## src/rtl/fifo_rd_ctrl_if.sv

```systemverilog
// Read-side bundle of the async FIFO: write-pointer input from the
// synchronizer path, memory read port, Gray read pointer back to the write
// side, status flags and the first-word-fall-through output handshake.
interface fifo_rd_ctrl_if #(
  parameter int datawidth  = 8,
  parameter int addr_width = 3
);
  logic [addr_width:0]   wptr_gray;
  logic [addr_width-1:0] raddr;
  logic [datawidth-1:0]  rdata_mem;
  logic [addr_width:0]   rptr_gray;
  logic                  rempty;
  logic [addr_width:0]   rlevel;
  logic                  raempty;
  logic [datawidth-1:0]  dout;
  logic                  dout_valid;
  logic                  dout_ready;

  // Controller side
  modport master (
    input  wptr_gray, rdata_mem, dout_ready,
    output raddr, rptr_gray, rempty, rlevel, raempty, dout, dout_valid
  );

  // Memory / write domain / consumer side
  modport slave (
    output wptr_gray, rdata_mem, dout_ready,
    input  raddr, rptr_gray, rempty, rlevel, raempty, dout, dout_valid
  );
endinterface

```

## src/rtl/fifo_rd_ctrl.sv

```systemverilog
// Read-side controller of the async FIFO, entirely in the rclk domain.
// Synchronizes the Gray write pointer, keeps the binary/Gray read pointer,
// derives empty/level/almost-empty and fetches memory words into a
// first-word-fall-through output register with a valid/ready handshake.
module fifo_rd_ctrl #(
  parameter int datawidth     = 8,
  parameter int addr_width    = 3,
  parameter int aempty_thresh = 1
) (
  input logic            rclk,
  input logic            rrst_n,
  fifo_rd_ctrl_if.master rd
);

  localparam int AW = addr_width;
  typedef logic [AW:0] ptr_t;
  localparam ptr_t AE_TH = ptr_t'(aempty_thresh);

  ptr_t                 wq1, wq2, wq2_bin;
  ptr_t                 rbin, rbinnext, rgraynext, rptr_q;
  ptr_t                 rlevel_c;
  logic                 rempty_q;
  logic                 dout_valid_q;
  logic                 rinc;
  logic [datawidth-1:0] dout_q;

  // Gray to binary: each binary bit is the XOR of all Gray bits at or above it
  always_comb begin
    wq2_bin = '0;
    for (int i = 0; i <= AW; i++) begin
      wq2_bin[i] = ^(wq2 >> i);
    end
  end

  // Fetch whenever memory has data and the output register is free or being drained
  always_comb begin
    rinc      = ~rempty_q & (~dout_valid_q | rd.dout_ready);
    rbinnext  = rbin + ptr_t'(rinc);
    rgraynext = (rbinnext >> 1) ^ rbinnext;
    rlevel_c  = wq2_bin - rbin;
  end

  // Two-flop synchronizer for the write pointer coming from the write clock domain
  always_ff @(posedge rclk or negedge rrst_n) begin
    if (!rrst_n) begin
      wq1 <= '0;
      wq2 <= '0;
    end else begin
      wq1 <= rd.wptr_gray;
      wq2 <= wq1;
    end
  end

  // Read pointer and empty flag; empty looks ahead at rgraynext so fetches run without bubbles
  always_ff @(posedge rclk or negedge rrst_n) begin
    if (!rrst_n) begin
      rbin     <= '0;
      rptr_q   <= '0;
      rempty_q <= 1'b1;
    end else begin
      rbin     <= rbinnext;
      rptr_q   <= rgraynext;
      rempty_q <= (rgraynext == wq2);
    end
  end

  // Output register: load on fetch, drop valid when drained without a refill
  always_ff @(posedge rclk or negedge rrst_n) begin
    if (!rrst_n) begin
      dout_q       <= '0;
      dout_valid_q <= 1'b0;
    end else if (rinc) begin
      dout_q       <= rd.rdata_mem;
      dout_valid_q <= 1'b1;
    end else if (dout_valid_q && rd.dout_ready) begin
      dout_valid_q <= 1'b0;
    end
  end

  // The word held in dout is already out of memory, so it is not in rlevel
  assign rd.raddr      = rbin[AW-1:0];
  assign rd.rptr_gray  = rptr_q;
  assign rd.rempty     = rempty_q;
  assign rd.rlevel     = rlevel_c;
  assign rd.raempty    = (rlevel_c <= AE_TH);
  assign rd.dout       = dout_q;
  assign rd.dout_valid = dout_valid_q;

endmodule

```

## src/flat_wrapper.sv

```systemverilog
// flat-port wrapper written by rule: the top's interface ports become plain ports
module fifo_rd_ctrl_flat 
#(
  parameter int datawidth     = 8,
  parameter int addr_width    = 3,
  parameter int aempty_thresh = 1
)
  (rclk, rrst_n, rd_wptr_gray, rd_rdata_mem, rd_dout_ready, rd_raddr, rd_rptr_gray, rd_rempty, rd_rlevel, rd_raempty, rd_dout, rd_dout_valid);
  fifo_rd_ctrl_if #(.datawidth(datawidth), .addr_width(addr_width)) rd_i ();
  input logic rclk;
  input logic rrst_n;
  input wire logic [$bits(rd_i.wptr_gray)-1:0] rd_wptr_gray;
  input wire logic [$bits(rd_i.rdata_mem)-1:0] rd_rdata_mem;
  input wire logic [$bits(rd_i.dout_ready)-1:0] rd_dout_ready;
  output wire logic [$bits(rd_i.raddr)-1:0] rd_raddr;
  output wire logic [$bits(rd_i.rptr_gray)-1:0] rd_rptr_gray;
  output wire logic [$bits(rd_i.rempty)-1:0] rd_rempty;
  output wire logic [$bits(rd_i.rlevel)-1:0] rd_rlevel;
  output wire logic [$bits(rd_i.raempty)-1:0] rd_raempty;
  output wire logic [$bits(rd_i.dout)-1:0] rd_dout;
  output wire logic [$bits(rd_i.dout_valid)-1:0] rd_dout_valid;
  assign rd_i.wptr_gray = rd_wptr_gray;
  assign rd_i.rdata_mem = rd_rdata_mem;
  assign rd_i.dout_ready = rd_dout_ready;
  assign rd_raddr = rd_i.raddr;
  assign rd_rptr_gray = rd_i.rptr_gray;
  assign rd_rempty = rd_i.rempty;
  assign rd_rlevel = rd_i.rlevel;
  assign rd_raempty = rd_i.raempty;
  assign rd_dout = rd_i.dout;
  assign rd_dout_valid = rd_i.dout_valid;
  fifo_rd_ctrl #(.datawidth(datawidth), .addr_width(addr_width), .aempty_thresh(aempty_thresh)) u_core (.rclk(rclk), .rrst_n(rrst_n), .rd(rd_i));
endmodule
```

## config.mk

```make
export PLATFORM = sky130hd
export DESIGN_NAME = fifo_rd_ctrl_flat
export DESIGN_NICKNAME = d
export VERILOG_FILES = /design/src/rtl/fifo_rd_ctrl_if.sv /design/src/rtl/fifo_rd_ctrl.sv /design/src/flat_wrapper.sv
export SDC_FILE = /design/constraint.sdc
export NUM_CORES = 1
export LEC_CHECK = 0
export CORE_UTILIZATION = 43
export DETAILED_ROUTE_END_ITERATION = 10
export HOLD_SLACK_MARGIN = 0.1
export PLACE_DENSITY = 0.77
export SETUP_SLACK_MARGIN = 0.5
export SYNTH_ARGS = -nofsm -noshare
export SYNTH_HDL_FRONTEND = slang
export SYNTH_SLANG_ARGS = --single-unit
```

## constraint.sdc

```tcl
create_clock -name rclk -period 2.69 [get_ports rclk]
set_clock_uncertainty 0.15 [all_clocks]
set_input_delay 0.269 -clock rclk [delete_from_list [all_inputs] [get_ports rclk]]
set_output_delay 0.269 -clock rclk [all_outputs]
set_load 0.01 [all_outputs]
```

==> results.ini, run 1 <==
[layout]
design_area_mm2 = 0.00159
drive_above_1_share_pct = 32.8
nets = 147
area_delta_synth_final_pct = 53.4
antenna_cells = 0
fin_util_pct = 71.3
layoutNonFillerInstCount = 153

[drt]
first_pass_iters = 4
num_vias = 735
drtAntennaViolNets = 0
first_iter_violations = 6
drc_errors = 0
vias_per_cell = 4.80
routed_wl_mm = 2.01
wl_per_cell_um = 13.2

[worst_setup_path]
cp-end-kind = output pin
startpoint = u_core.wq2[2]
cp_slowest_cell = dfrtp_1
reg2regPathDepth = 7
reg2reg_to = u_core.rd.rempty
r2r_start = u_core.rd.rempty
critPathKind = reg2out
cpMostUsedCell = xnor2_2
cp.arrival_ns = 2.33
critPathLaunchType = flop
cp.depth = 8
crit_chain = xor2_2 -> xnor2_2 -> xor2_1 -> ha_2 -> fa_1 -> xnor2_2 -> a211oi_2 -> buf_2
path_max_fanout = 3
cp.required_ns = 2.27
crit_path_end = rd_raempty
critPathBufInv = 1
cp_top_family = XOR/XNOR gates
reg2reg_slack_ns = 0.58
slowest_delay_ns = 0.44

[clock_tree]
clock_sinks = 25
htreeDepth = 1
cts_tree = done
clkSlewWorstSetupHoldPaths_ns = 0.13
cts_root_buf = clkbuf_4
cts_buffers = 3
cts-hold-fix-buffers = 0
clockBufferDepth = 2
clkLatencyLatePin_ns = 0.31

[synthesis]
synthAdderAreaFrac_pct = 7.96
yosys_most_used_dff = dfrtp_1
syn_area_mm2 = 0.00104
yosysMostFrequentCell = dfrtp_1
yosysSeqAreaShare_pct = 60.4
yosysWarningCount = 0
async_flop_share_pct = 100
synthesis.nets = 95
synth_mux_area_share_pct = 8.69
synth-seq-cells = 25
synthSimpleGateAreaFrac_pct = 4.34
syn_area_per_cell_um2 = 14.0
syn-instance-count = 74
synth_xor_area_share_pct = 11.7
synth_area_leaders = dfrtp_1 (58%), mux2_2 (8.7%), xor2_1 (7.6%), ha_1 (6.0%), inv_1 (2.9%)
synth_compound_area_share_pct = 3.98
synth_top_family_by_area = XOR/XNOR gates
synthDistinctLibCells = 18
yosys.area.top_type = dfrtp_1
yosysTopAreaCellShare_pct = 57.9
synth_edf_count = 0
synth_commonest_cells = dfrtp_1 (24), xor2_1 (9), inv_1 (8), mux2_2 (8), ha_1 (5)

[placed_design]
dpl_cell_area_mm2 = 0.00153
gp_congestion = 0.719
dp_cells = 144
port_buffers = 36
hpwl_mm = 1.55
dp_slack_ns = -0.146

[pwr]
ir_worst_vdd_mv = 0.754
p_per_area_mw_per_mm2 = 1180
total_power_mw = 1.87
p_leak_nw = 0.712

[timing]
fmaxAchievable_mhz = 364
holdWs_ns = 0.156
setup_viol = 1
grt_setup_unrepaired = yes
final-max-slew-violation-count = 0
slew_headroom_pct = 74.4
worst_pin_slew_ns = 0.382
period_minus_slack_ns = 2.74
hold_viol = 0
setup_ws_ns = -0.0545
fin_crit_sh_pct = 102
setup_tns_ns = -0.0545

[floorplan]
core_mm2 = 0.00223
die_w_um = 51.1
num_rows = 17
die_h_um = 51.1
design.die.area_mm2 = 0.00261
initial_core_util_pct = 46.4
io_pins = 37

[global_routing]
grt_pass1_wl_mm = 3.24
grt_overflow = 0
grt_pass1_vias = 784
grt_usage_pct = 17.1
antenna_found_initial = 0
grt_max_degree = 26

[min_path]
hold_class = in2async

[run_status]
violations = setup timing
status = complete, but fails checks

[flow_run]
cap_viol_max_count = 0

kinds of logic (layout without fill, tap and decap cells):
group	Yosys count	after routing
mux	8	8
flops	25	25
fa+ha+maj	6	6
compound gates	6	6
buf+inv	8	59
xor+xnor	13	13
simple gates	8	8
worst min-delay path by stage:
stage | slack, ns | endpoint
after floorplan | -0.18 | u_core.rbin[0]
after global placement | 0.18 | u_core.wq2[1]
after detailed placement | 0.20 | u_core.wq2[0]
after CTS | 0.15 | u_core.wq1[3]
after global routing | 0.15 | u_core.wq1[3]
final | 0.16 | u_core.rd.dout[6]
routing by layer:
layer	GRT usage [%]	up-vias	routed length [um]
li1	-	340	-
met1	17.5	365	750
met2	33.1	28	1130
met3	5.36	2	123
met4	4.17	0	8
met5	0	-	0
power by group:
group          internal, mW  switching [mW]  total [mW]
logic                 0.608           0.486        1.09
registers             0.515           0.104       0.619
clock network        0.0555           0.104       0.159
total                  1.18           0.693        1.87
registers in the layout (all words and copies together) (netlist names):
name                  flops
u_core.rd.dout            8
u_core.rbin               4
u_core.wq1                4
u_core.wq2                4
u_core.rd.rptr_gray       3
u_core.rd.dout_valid      1
u_core.rd.rempty          1
worst register-to-register path: stages, from the launching register on:
cell and delay (ns):
dfstp_2 0.59, a21oi_4 0.04, ha_2 0.20, ha_4 0.18, xor2_4 0.17, xor2_1 0.19, or3_1 0.36, a22oi_2 0.17
cell type report:
class / instances / area, um^2
well taps: 28 / 35.0
clock buffers: 3 / 22.5
fillers: 177 / 642
clock inverters: 1 / 5.00
flip-flops and latches: 25 / 628
repair buffers: 47 / 422
inverters: 8 / 30.0
multi-input cells: 41 / 449
layout by cell type, fill, tap and decap left out, types with 2 or more instances in the layout:
cell,instances
clkdlybuf4s50_1,31
dfrtp_1,23
buf_4,10
xor2_1,8
mux2_2,8
inv_1,7
buf_2,5
nand3_1,4
clkbuf_4,3
xnor2_2,2
or3_1,2
ha_1,2
ha_2,2
what timing repair did:
action	CTS	global route
resized for setup	23	3
pin swaps	6	2
setup endpoints to repair	5	6
buffers inserted	3	2
Power figures use the tool's default switching activity.
==> run 2: changes to the inputs <==
--- a/config.mk
+++ b/config.mk
@@ -8,7 +8,7 @@
 export CORE_UTILIZATION = 43
 export DETAILED_ROUTE_END_ITERATION = 10
 export HOLD_SLACK_MARGIN = 0.1
-export PLACE_DENSITY = 0.77
+export PLACE_DENSITY_LB_ADDON = 0.3
 export SETUP_SLACK_MARGIN = 0.5
 export SYNTH_ARGS = -nofsm -noshare
 export SYNTH_HDL_FRONTEND = slang
==> run 2 against run 1 <==
  * Cell area is 0.47% higher
  * Worst hold slack worse by 0.022 ns
  * Total power rose by 3.1%
  * Worst setup slack lost 0.019 ns
  * Non-clock buffer count is the same
  * Clock-buffer cell count is the same
  * The flow still finishes with violations (setup timing)
  * Critical path depth is the same
  * First-iteration DRC count fell by 100%
  * Utilization increased by 0.34 points
  * Fmax decreased by 0.70%
  * Global-route usage increased by 0.92 points
  * Die area is the same
==> results.ini, run 2 (same netlist as run 1, synthesis figures left out) <==
[run_status]
status = complete, but fails checks  ; unchanged
violations = setup timing  ; unchanged

[placed_design]
dp_slack_ns = -0.131  ; was -0.146 ns
hpwl_mm = 1.45  ; was 1.55 mm
port_buffers = 36  ; unchanged
gp_congestion = 0.771  ; was 0.719
dp_cells = 144  ; unchanged
dpl_cell_area_mm2 = 0.00153  ; unchanged

[layout]
antenna_cells = 0  ; unchanged
drive_above_1_share_pct = 33.6  ; was 32.8%
design_area_mm2 = 0.00160  ; was 0.00159 mm^2
layoutNonFillerInstCount = 153  ; unchanged
nets = 147  ; unchanged
area_delta_synth_final_pct = 54.2  ; was 53.4%
nFillCells = 163  ; was 177
largest_reg_flops = 8  ; unchanged
layout_commonest_cell = clkdlybuf4s50_1  ; unchanged
layout_common_cells = clkdlybuf4s50_1 (31), dfrtp_1 (23), buf_4 (10), xor2_1 (8), mux2_2 (8)  ; unchanged

[worst_setup_path]
reg2regPathDepth = 7  ; unchanged
reg2reg_slack_ns = 0.58  ; about the same
startpoint = u_core.wq2[2]  ; unchanged
cp_slowest_cell = fa_2  ; was dfrtp_1
critPathBufInv = 2  ; was 1
cp.depth = 8  ; unchanged
r2r_start = u_core.rd.rempty  ; unchanged
critPathKind = reg2out  ; unchanged
reg2reg_to = u_core.rd.rempty  ; unchanged
cp.arrival_ns = 2.34  ; was 2.33 ns
cp-end-kind = output pin  ; unchanged
crit_chain = xor2_2 -> xnor2_2 -> xor2_1 -> ha_2 -> fa_2 -> inv_2 -> a211oi_2 -> buf_2  ; was xor2_2 -> xnor2_2 -> xor2_1 -> ha_2 -> fa_1 -> xnor2_2 -> a211oi_2 -> buf_2
slowest_delay_ns = 0.53  ; was 0.44 ns
critPathLaunchType = flop  ; unchanged
cp.required_ns = 2.27  ; about the same
path_max_fanout = 3  ; unchanged
cp_top_family = adder cells  ; was XOR/XNOR gates
crit_path_end = rd_raempty  ; unchanged

[clock_tree]
cts_buffers = 3  ; unchanged
htreeDepth = 1  ; unchanged
clkSlewWorstSetupHoldPaths_ns = 0.14  ; was 0.13 ns
clock_sinks = 25  ; unchanged
cts-hold-fix-buffers = 0  ; unchanged
cts_tree = done  ; unchanged
cts_root_buf = clkbuf_4  ; unchanged
clockBufferDepth = 2  ; unchanged
clkLatencyLatePin_ns = 0.31  ; about the same

[pwr]
ir_worst_vdd_mv = 0.744  ; was 0.754 mV
p_int_mw = 1.23  ; was 1.18 mW
p_per_area_mw_per_mm2 = 1210  ; was 1180 mW/mm^2
netSwitchingPower_mw = 0.701  ; was 0.693 mW
p_seq_share_pct = 31.9  ; was 33.1%
p_leak_nw = 0.714  ; was 0.712 nW
power.share.switching_pct = 36.3  ; was 37.0%
p_comb_share_pct = 59.7  ; was 58.4%
pwr-share-clk_pct = 8.4  ; was 8.5%

[global_routing]
grt_overflow = 0  ; unchanged
grt_pass1_wl_mm = 3.28  ; was 3.24 mm
grt_max_degree = 26  ; unchanged
grt_usage_pct = 18.1  ; was 17.1%
grt_pass1_vias = 777  ; was 784
antenna_found_initial = 0  ; unchanged

[drt]
first_pass_iters = 1  ; was 4
drc_errors = 0  ; unchanged
first_iter_violations = 0  ; was 6
drtAntennaViolNets = 0  ; unchanged
wl_per_cell_um = 12.3  ; was 13.2 um
vias_per_cell = 4.75  ; was 4.80
num_vias = 726  ; was 735
routed_wl_mm = 1.89  ; was 2.01 mm

[timing]
setup_viol = 1  ; unchanged
slew_headroom_pct = 76.9  ; was 74.4%
fin_crit_sh_pct = 103  ; was 102%
fmaxAchievable_mhz = 362  ; was 364 MHz
setup_ws_ns = -0.0738  ; was -0.0545 ns
worst_pin_slew_ns = 0.344  ; was 0.382 ns
period_minus_slack_ns = 2.76  ; was 2.74 ns
hold_viol = 0  ; unchanged
final-max-slew-violation-count = 0  ; unchanged
grt_setup_unrepaired = yes  ; unchanged

[floorplan]
initial_core_util_pct = 46.4  ; unchanged
core_mm2 = 0.00223  ; unchanged
design.die.area_mm2 = 0.00261  ; unchanged
die_h_um = 51.1  ; unchanged
die_w_um = 51.1  ; unchanged
num_rows = 17  ; unchanged
io_pins = 37  ; unchanged

[min_path]
hold_class = in2async  ; unchanged

[flow_run]
cap_viol_max_count = 0  ; unchanged

==> run 2: metrics by stage <==
| step | hold WS, ns | power (mW) | utilization [%] | setup TNS, ns |
|---|---|---|---|---|
| after floorplan | -0.177 | 1.17 | - | 0 |
| after global placement | 0.182 | 1.66 | 68.3 | -0.0638 |
| final | 0.134 | 1.93 | 71.6 | -0.0738 |
| after detailed placement | 0.186 | 1.72 | 68.3 | -0.302 |
| after CTS | 0.142 | 1.88 | 69.8 | -0.291 |
| after global routing | 0.160 | 2.07 | 71.6 | -0.298 |
==> run 2: repair_timing <==
item | 4_1_cts | 5_1_grt
buffers inserted | 1 | 4
setup endpoints to repair | 5 | 6
gates resized for setup | 23 | 5
pin swaps | 10 | 7
==> run 2: area by class of cell <==
class                           instances  area [um^2]  area share [%]
Clock buffer                            3         22.5            1.41
Multi-Input combinational cell         41          450            28.2
Sequential cell                        25          628            39.3
Tap cell                               28         35.0            2.19
Timing Repair Buffer                   47          428            26.8
Clock inverter                          1         5.00           0.313
Inverter                                8         30.0            1.88
==> run 2: worst min-delay path by stage <==
stage / end / slack [ns] / startpoint / cells after the start
after floorplan: u_core.rbin[0] / -0.18 / rrst_n / 0
after global placement: u_core.wq2[1] / 0.18 / u_core.wq1[1] / 0
after detailed placement: u_core.wq2[3] / 0.19 / u_core.wq1[3] / 0
after CTS: u_core.rd.rptr_gray[2] / 0.14 / rrst_n / 2
after global routing: u_core.rd.rptr_gray[2] / 0.16 / rrst_n / 2
final: u_core.rd.dout_valid / 0.13 / rrst_n / 2
==> run 2: worst reg2reg max path, cell delays in order (launching register included) <==
cell and delay [ns]:
dfstp_2 0.59, a21oi_4 0.04, ha_2 0.20, ha_4 0.17, xor2_4 0.17, xor2_1 0.19, or3_1 0.36, a22oi_1 0.18
==> run 2: per-layer routing <==
| metal | track usage, % | share of wire (%) | up-vias |
|---|---|---|---|
| li1 | - | - | 347 |
| met1 | 18.6 | 36 | 353 |
| met2 | 33.1 | 56 | 22 |
| met3 | 4.46 | 4.9 | 4 |
| met4 | 9.72 | 2.2 | 0 |
| met5 | 0 | 0 | - |
==> run 2: power by group through the flow <==
stage	Sequential (mW)	Combinational [mW]	Clock, mW
floorplan	0.675	0.491	0
CTS	0.616	1.10	0.167
global placement	0.616	1.05	0
detailed placement	0.624	1.09	0
finish	0.616	1.15	0.162
global route	0.637	1.25	0.179
